File: src/rtl/encoder_pkg.sv
// encoder_pkg: shared widths, drain FSM states and popcount helper for the 8-to-3 encoder
package encoder_pkg;
    localparam int IN_W  = 8;
    localparam int IDX_W = 3;
    localparam int CNT_W = 4;
    typedef enum logic {IDLE, DRAIN} state_t;
    function automatic logic [CNT_W-1:0] popcount(input logic [IN_W-1:0] v);
        logic [CNT_W-1:0] p;
        p = '0;
        for (int i = 0; i < IN_W; i++) p = p + {{(CNT_W-1){1'b0}}, v[i]};
        return p;
    endfunction
endpackage

File: src/rtl/priority_enc_4to2.sv
// priority_enc_4to2: index of the lowest set bit of a 4-bit vector plus an any-set flag
module priority_enc_4to2 (
    input  logic [3:0] bits,
    output logic [1:0] idx,
    output logic       any
);
    assign any = |bits;
    assign idx = bits[0] ? 2'd0 : bits[1] ? 2'd1 : bits[2] ? 2'd2 : bits[3] ? 2'd3 : 2'd0;
endmodule

File: src/rtl/encoder_8to3_drain.sv
// encoder_8to3_drain: captures a request bitmap and drains it as a stream of indices, lowest first
module encoder_8to3_drain
    import encoder_pkg::*;
(
    input  logic             clk,
    input  logic             rst,
    input  logic             req_valid,
    input  logic [IN_W-1:0]  req_bits,
    output logic             req_ready,
    output logic             idx_valid,
    output logic [IDX_W-1:0] idx,
    output logic             idx_last,
    input  logic             idx_ready,
    output logic [CNT_W-1:0] count,
    output logic             zero_err
);
    state_t          state, state_nx;
    logic [IN_W-1:0] pending;
    logic [1:0]      lo_idx, hi_idx;
    logic            lo_any, hi_any, take, beat;

    priority_enc_4to2 u_lo (.bits(pending[3:0]), .idx(lo_idx), .any(lo_any));
    priority_enc_4to2 u_hi (.bits(pending[7:4]), .idx(hi_idx), .any(hi_any));

    assign take = req_ready && req_valid;
    assign beat = idx_valid && idx_ready;

    always_ff @(posedge clk or posedge rst) begin
        if (rst) begin
            state    <= IDLE;
            pending  <= '0;
            count    <= '0;
            zero_err <= 1'b0;
        end else begin
            state    <= state_nx;
            zero_err <= take && req_bits == '0;
            if (take && req_bits != '0) begin
                pending <= req_bits;
                count   <= popcount(req_bits);
            end else if (beat) begin
                pending <= pending & (pending - 1'b1);
            end
        end
    end

    always_comb begin
        state_nx = state;
        if (state == IDLE) state_nx = (take && req_bits != '0) ? DRAIN : IDLE;
        else               state_nx = (beat && idx_last) ? IDLE : DRAIN;
    end

    // An empty pending vector (IDLE only) encodes to 0 since hi_any is then clear
    always_comb begin
        req_ready = state == IDLE;
        idx_valid = state == DRAIN;
        idx       = lo_any ? {1'b0, lo_idx} : {hi_any, hi_idx};
        idx_last  = idx_valid && (pending & (pending - 1'b1)) == '0;
    end
endmodule

File: config.mk
export PLATFORM = sky130hd
export DESIGN_NAME = encoder_8to3_drain
export DESIGN_NICKNAME = d
export VERILOG_FILES = /design/src/rtl/encoder_pkg.sv /design/src/rtl/priority_enc_4to2.sv /design/src/rtl/encoder_8to3_drain.sv
export SDC_FILE = /design/constraint.sdc
export NUM_CORES = 1
export LEC_CHECK = 0
export BUFFER_PORTS_ARGS = -buffer_cell sky130_fd_sc_hd__buf_2
export CORE_UTILIZATION = 25
export CTS_BUF_LIST = sky130_fd_sc_hd__clkbuf_8 sky130_fd_sc_hd__clkbuf_16
export DETAILED_ROUTE_END_ITERATION = 7
export PLACE_DENSITY = 0.43
export SYNTH_ARGS = -nofsm -noshare
export SYNTH_HDL_FRONTEND = slang
export SYNTH_SLANG_ARGS = --single-unit
File: constraint.sdc
create_clock -name clk -period 3.23 [get_ports clk]
set_input_delay 0.1615 -clock clk [delete_from_list [all_inputs] [get_ports clk]]
set_output_delay 0.1615 -clock clk [all_outputs]
set_load 0.03 [all_outputs]
* Word level (Yosys, flattened, before mapping)
Index checks and enable logic that the tools add are counted.
Word-level totals: bits in registers 14, input bits 12, output and inout port bits 11, logic and storage cells 40
Operators by class: add/subtract/negate cells 8, mux-type cells 14, bitwise logic cells 2, reduce and logical (&&, ||, !) cells 12
Operators with widths (count):
- adder 4 x 1 -> 4 bit | 4
- zero test 8 bit | 2
- two-way mux 2 bit | 8
- two-way mux 8 bit | 2
- AND 8 bit | 1
- nonzero test 8 bit | 1
- OR reduction 4 bit | 2
- subtractor 8 x 1 -> 8 bit (second input constant) | 1
- logical AND 1 bit | 6
- adder 3 x 1 -> 4 bit | 1
- adder 2 x 1 -> 3 bit | 1
- two-way mux 1 bit | 3
- two-way mux 3 bit | 1
- adder 1 x 1 -> 2 bit | 1
- nonzero test 2 bit | 1
- inverter 1 bit | 1

* Depth between registers and ports, before layout
Gate-level depths: netlist of the first run.
depth after elaboration 7, depth in mapped cells 10, gate-level depth less buffers 10

* Cells and area by module
From an unflattened synthesis of the first run, not the netlist that was laid out.
Unflattened totals: cells, all modules 108, area, all modules 992.2 um^2
By module, submodules not included:
- encoder_8to3_drain | times used 1, cells each 94, area each 922.1 um^2, sequential area each 350.3 um^2
- priority_enc_4to2 | times used 2, cells each 7, area each 35.0 um^2, sequential area each 0.0 um^2

* Least setup slack after synthesis of the first run
OpenSTA, ideal clock, no wires.
path type input port to flip-flop, start input req_bits[0], end register count[2], setup time 0.125 ns, arrival time 2.589 ns, data required time 3.105 ns, setup slack 0.516 ns, stages on the path 10, path buffers 0, cells stage by stage fa_1 > inv_1 > fa_1 > fa_1 > inv_1 > ha_1 > inv_1 > fa_1 > xnor2_1 > mux2_2
Between the ends: word-level cells in the longest chain between the ends 7, elaborated cells on any way between the ends 9, those cells by class add/sub (7); reduce/logical (2)
RTL lines:
- from (decl) | RTL line encoder_8to3_drain.sv:8 | input logic [IN_W-1:0] req_bits,
- adder 1 x 1 -> 2 bit | RTL line encoder_pkg.sv:10 | for (int i = 0; i < IN_W; i++) p = p + {{(CNT_W-1){1'b0}}, v[i]};
- adder 2 x 1 -> 3 bit | RTL line encoder_pkg.sv:10
- adder 3 x 1 -> 4 bit | RTL line encoder_pkg.sv:10
- adder 4 x 1 -> 4 bit (4 in a row) | RTL line encoder_pkg.sv:10
- to (signal assigned) | RTL line encoder_8to3_drain.sv:39 | count <= popcount(req_bits);
- to (decl) | RTL line encoder_8to3_drain.sv:14 | output logic [CNT_W-1:0] count,
Several ways; a longest one is shown, not always the timed one. A chain may end at the register's enable or synchronous reset.

* Worst setup path in the final report of the first run
Same ends and word-level chain as after synthesis.

==> impl_metrics.toml, run 1 <==
[timing]
finalHoldViolCount = 0
worst_pin_slew_ns = 0.644
grt_setup_unrepaired = "no"
fmax_mhz = 370
finalCritPeriodShare = 0.838
setup_tns_ns = 0
setup_slack_ns = 0.524
slew-limit-headroom = 0.565
layout_min_cycle_time_ns = 2.71
final_max_slew_viol_count = 0
finClkSkew_ns = 0.000968
finalSetupViolCount = 0

[floorplanning]
rows = 22
die_w_um = 64.5
start_util = 0.263
die_h_um = 64.5
coreArea_mm2 = 0.00372
io_pins = 23
dieArea_mm2 = 0.00416

[synth]
synth_most_common_cell = "inv_1"
synth_flop_cell = "dfrtp_1"
ys_seq_elements = 14
synth_top_area_frac = 0.359
avgSynthCellArea_um2 = 9.58
syn_area_um2 = 977
syn_inst = 102
synthTopCellsByArea = "dfrtp_1, fa_1, inv_1"
synth_edf_count = 0
synth_seq_area_share = 0.359
yosysTopAreaCell = "dfrtp_1"
synthesis.nets = 122
synth_common_cells = "inv_1, dfrtp_1, nand2_1, o21ai_0, nor2_1"
synthArstFlopShare = 1.00
synth_cell_types = 35
yosys_warnings = 0

[global_route]
grt_pass1_vias = 822
track_usage = 0.123
met1_usage = 0.165
antenna_found_initial = 0
grt-busiest-layer = "met2"
grt-ovfl-total = 0
grtUsageMet2 = 0.199
grt_max_degree = 20
grt_pass1_wl_um = 3880
grt_util_met3 = 0.0176

[setup_path]
rr_worst_depth = 4
critPathKind = "in2reg"
crit_fanout = 3
cp-end-kind = "register"
setup.worst_path.start_class = "input pin"
arrival_ns = 2.83
cp.required_ns = 3.36

[clock_tree]
cts_tree = "done"
max-clock-path-buffers = 2
post_cts_resized = 0
clkSinkCount = 14
post_cts_buffers = 0
h-tree-depth = 1
root_buffer = "clkbuf_8"
clk_latency_ns = 0.24
cts_buffers = 3
clk_pin_slew_ns = 0.06

[finish]
fillers = 424
fin_nets = 148
drive_gt1_frac = 0.260
area_delta_synth_final_pct = 21.8
antenna_cells = 0

[routing]
drtAntennaViolNets = 0
drcViolationCount = 0
avgViaCountPerCell = 4.57
wl_um = 2230
wire_per_inst_um = 12.7
firstDrtPassIters = 3
vias = 799
drt_iter0_drc = 33

[power_and_ir_drop]
swShare = 0.490
leakagePower_nw = 0.581
internal-power_mw = 0.601
p_per_area_mw_per_mm2 = 991
seqPwrFrac = 0.311
p_sw_mw = 0.577
clkPwrFrac = 0.142
p_comb_frac = 0.547
peakVddDrop_uv = 277
p_total_mw = 1.18

[run_status]
status = "finished, final reports clean"

[placed_design]
io_buffers = 22
place_congestion = 0.681
dp_hpwl_um = 1750
place_ws_ns = 0.249

[min_path]
holdCritPathClass = "in2reg"
whs_path_depth = 3

[job]
drv_cap = 0
cell usage in the layout, fill, tap and decap left out, types with 2 or more instances in the layout:
cell,netlist,layout
mux2_2,2,2
nand2_1,8,8
nor4_1,2,2
o21ai_0,7,7
o31ai_1,2,2
fa_1,4,4
ha_1,4,4
mux2i_1,2,2
clkbuf_8,0,4
inv_1,19,19
dfrtp_1,14,14
buf_2,0,22
nand3_1,2,2
a21oi_1,4,4
a22o_1,2,2
nor2_1,6,6
o21ai_1,3,3
metrics by stage:
stage	instances	hold slack (ns)	cell area, um2	utilization
after floorplan	102	0.0507	977	-
after global placement	170	0.249	1120	0.303
after detailed placement	170	0.253	1120	0.303
after CTS	175	0.171	1190	0.320
after global routing	175	0.183	1190	0.320
final	175	0.173	1190	0.320
metal layers:
layer	up-vias	wire (um)
met3	4	69
li1	400	-
met2	15	1080
met1	380	1050
met4	0	29
met5	-	0
flip-flops by register name (all words and copies together) (netlist names):
register / flops
pending: 8
count: 4
idx_valid: 1
zero_err: 1
worst paths after layout:
| kind | startpoint | endpoint | slack [ns] |
|---|---|---|---|
| min reg2reg | count[0]$_DFFE_PP0P_ | count[0]$_DFFE_PP0P_ | 0.51 |
| max in group asynchronous | rst | pending[5]$_DFFE_PP0P_ | 2.35 |
| max | req_bits[0] | count[2]$_DFFE_PP0P_ | 0.52 |
| min in group asynchronous | rst | count[1]$_DFFE_PP0P_ | 0.52 |
| min | req_bits[5] | pending[5]$_DFFE_PP0P_ | 0.17 |
| max reg2reg | pending[2]$_DFFE_PP0P_ | idx_valid$_DFF_PP0_ | 1.27 |
repair_timing:
item                       4_1_cts  5_1_grt
hold buffers                     1        0
hold endpoints to repair        14        0
setup endpoints to repair        0        0
power groups by stage:
| stage | registers (mW) | clock network (mW) | logic [mW] |
|---|---|---|---|
| finish | 0.367 | 0.168 | 0.644 |
| global route | 0.384 | 0.185 | 0.711 |
| floorplan | 0.403 | 0 | 0.464 |
| global placement | 0.362 | 0 | 0.647 |
| detailed placement | 0.367 | 0 | 0.657 |
| CTS | 0.366 | 0.176 | 0.660 |
logic make-up after synthesis:
group | count (synthesis) | share of synthesized area
buf+inv | 21 | 0.0960
fa+ha+maj | 9 | 0.143
flops | 14 | 0.359
xor+xnor | 1 | 0.00896
compound gates | 26 | 0.207
simple gates | 27 | 0.142
mux | 4 | 0.0435
area by class of cell:
| class | count | area, um2 | share of cell area |
|---|---|---|---|
| clock buffers | 4 | 55.1 | 0.0463 |
| inverters | 19 | 71.3 | 0.0599 |
| flip-flops and latches | 14 | 350 | 0.294 |
| multi-input cells | 67 | 533 | 0.448 |
| repair buffers | 23 | 120 | 0.101 |
| well taps | 48 | 60.1 | 0.0505 |
critical path, stage by stage:
cell and delay [ns]:
buf_2 0.12, fa_1 0.53, inv_1 0.05, fa_1 0.50, fa_1 0.42, inv_1 0.07, ha_1 0.16, inv_1 0.05
fa_1 0.38, xnor2_1 0.13, mux2_2 0.25
(Power assumes the default switching activity.)
==> run 2, diff against run 1 <==
- ABC_AREA: default -> 1
- PLACE_DENSITY: 0.43 -> 0.44
- clock period: 3.23 -> 2.35 ns (I/O delays scaled with it)
==> run 2 against run 1 <==
  * Cell count is 19% higher
  * Count of clock-buffer cells in the layout unchanged
  * Clock power increased by 38%
  * Utilization up 0.23 points
  * First-iteration DRC count increased by 3.0%
  * Global-route usage barely moved
  * The run now ends with negative setup slack left
  * Highest routed layer unchanged
  * Sequential power up 25%
  * Setup slack got worse by 0.57 ns
  * Cell area up 10%
  * Power increased by 40%
  * Register-to-register slack worse by 0.25 ns
==> impl_metrics.toml, run 2 <==
[routing]
drt_iter0_drc = 34
firstDrtPassIters = 4
avgViaCountPerCell = 4.42
drcViolationCount = 0
drtAntennaViolNets = 0
wl_um = 2300
vias = 919
wire_per_inst_um = 11.1

[min_path]
holdPathEnd = "zero_err$_DFF_PP0_"
whs_path_depth = 3
holdCritStartpoint = "req_valid"
holdCritPathClass = "in2reg"

[synth]
avgSynthCellArea_um2 = 8.17
yosys-mux-area-fraction = 0
synthSimpleGateAreaFrac = 0.339
syn_inst = 131
synthAdderAreaFrac = 0.122
synthArstFlopShare = 1.00
synth_seq_area_share = 0.327
ys_seq_elements = 14
yosysTopAreaCell = "dfrtp_1"
synth_top_family_by_area = "simple AND/OR/NAND/NOR gates"
synthTopCellsByArea = "dfrtp_1, nand2_1, fa_1"
synth_cell_types = 28
synthXorXnorAreaFrac = 0.00819
synth_most_common_cell = "nand2_1"
synth-compound-area-share = 0.103
yosys_warnings = 0
synth_flop_cell = "dfrtp_1"
synthesis.nets = 151
synth_top_area_frac = 0.327
synth_edf_count = 0
synth_common_cells = "nand2_1, inv_1, dfrtp_1, nand3_1, nor2_1"
syn_area_mm2 = 0.00107

[finish]
fillers = 446
final_util = 0.323
multi_input_area_um2 = 617
final_area_mm2 = 0.00131
antenna_cells = 0
regArea_um2 = 350
most-common-layout-cells = "nand2_1, buf_2, inv_1"
largest_reg_flops = 8
fin_nets = 179
top_register = "pending"
reg_top3 = "pending (8), count (4)"
area_delta_synth_final_pct = 22.3
layout_commonest_cell = "nand2_1"
fin_cells = 208
drive_gt1_frac = 0.297

[power_and_ir_drop]
peakVddDrop_uv = 271
leakagePower_nw = 0.713
internal-power_mw = 0.817
p_total_mw = 1.65
p_comb_frac = 0.582
p_sw_mw = 0.835
swShare = 0.506
seqPwrFrac = 0.278
p_per_area_mw_per_mm2 = 1260
clkPwrFrac = 0.140

[timing]
finalHoldViolCount = 0
final_max_slew_viol_count = 0
grt_setup_unrepaired = "yes"
whs_ns = 0.171
worst_pin_slew_ns = 0.547
finalSetupViolCount = 2
setup_slack_ns = -0.0416
layout_min_cycle_time_ns = 2.39
setup_tns_ns = -0.0655
fmax_mhz = 418
slew-limit-headroom = 0.635
finalCritPeriodShare = 1.02
finClkSkew_ns = 0.00542

[setup_path]
rr_endpoint = "pending[4]$_DFFE_PP0P_"
cp_cell_sequence = "buf_6, fa_1, inv_1, fa_1, fa_1, inv_1, ha_2, inv_2, fa_2, o21ai_1"
crit_top_cell = "fa_1"
crit_fanout = 2
crit-reg2reg-launch = "idx_valid$_DFF_PP0_"
worst_path_max_delay_cell = "fa_1"
max_stage_delay_ns = 0.52
rr_worst_depth = 4
critPathKind = "in2reg"
r2r_slack_ns = 1.02
cp.required_ns = 2.48
cp-end-kind = "register"
arrival_ns = 2.52
setup.worst_path.start_class = "input pin"

[global_route]
grt-ovfl-total = 0
antenna_found_initial = 0
grt_pass1_vias = 911
grt_pass1_wl_um = 4110
grt_max_degree = 20
track_usage = 0.123

[clock_tree]
clkSinkCount = 14
clk_latency_ns = 0.24
root_buffer = "clkbuf_8"
cts_tree = "done"
cts_buffers = 3
max-clock-path-buffers = 2
clk_pin_slew_ns = 0.06
post_cts_buffers = 0
h-tree-depth = 1

[job]
drv_cap = 0

[placed_design]
place_congestion = 0.783
dp_hpwl_um = 1940
place_area_mm2 = 0.00123
place_ws_ns = -0.375
io_buffers = 22
dp.cells = 203

[floorplanning]
dieArea_mm2 = 0.00454
rows = 23
die_w_um = 67.4
coreArea_mm2 = 0.00406
start_util = 0.264
die_h_um = 67.4
io_pins = 23

[run_status]
status = "finished, violations left"
violations = "negative setup slack"
[run 2: changes by cell type in the layout (fill, tap and decap cells not counted), sizes merged, moves of 3 or more]
cell	before	now
inv	19	22
nor2	6	14
nand3	2	14
o211ai	0	3
o21ai	10	4
nand2	8	36
[run 2: what timing repair did]
item                       in CTS  in global routing
pin swaps                       0                  2
hold endpoints to repair       14                  0
setup endpoints to repair       2                  2
hold buffers                    1                  0
resized for setup               4                  0
[run 2: layout make-up]
| type | count | area share |
|---|---|---|
| repair buffers | 25 | 0.108 |
| clock buffers | 4 | 0.0421 |
| well taps | 50 | 0.0478 |
| inverters | 22 | 0.0631 |
| flip-flops and latches | 14 | 0.268 |
| multi-input cells | 93 | 0.471 |
[run 2: critical path, delay by kind of cell]
family | cells | cell delay (ns)
adder cells (fa/ha/maj) | 5 | 2.09
buffers and inverters | 4 | 0.25
AO/OA/AOI/OAI | 1 | 0.05
[run 2: how the worst max path moves through the flow]
stage                startpoint                   end  slack, ns  cells after the start
detailed placement  req_bits[0]  count[2]$_DFFE_PP0P_      -0.37                     11
CTS                 req_bits[0]  count[1]$_DFFE_PP0P_      -0.05                     10
global route        req_bits[0]  count[2]$_DFFE_PP0P_      -0.13                     11
finish              req_bits[0]  count[1]$_DFFE_PP0P_      -0.04                     10
global placement    req_bits[0]  count[2]$_DFFE_PP0P_      -0.30                     11
floorplan           req_bits[0]  count[1]$_DFFE_PP0P_      -0.14                      9
[run 2: logic make-up (layout without fill, tap and decap cells)]
group / count (synthesis) / after routing
flip-flops: 14 / 14
adder cells (fa/ha/maj): 8 / 8
buffers and inverters: 24 / 51
XOR/XNOR: 1 / 1
AO/OA/AOI/OAI: 15 / 15
AND/OR/NAND/NOR: 69 / 69
[run 2: metal layers]
metal | share of wire | global-route usage
met1 | 0.47 | 0.156
met2 | 0.48 | 0.203
met5 | 0 | 0
met4 | 0.015 | 0.0638
met3 | 0.039 | 0.0169
[run 2: power groups by stage]
stage                     sequential, mW  clock, mW  combinational (mW)
final                              0.459      0.232               0.961
after global routing               0.477      0.252                1.08
after CTS                          0.460      0.241               0.977
after detailed placement           0.465          0               0.968
after global placement             0.463          0               0.958
after floorplan                    0.510          0               0.690
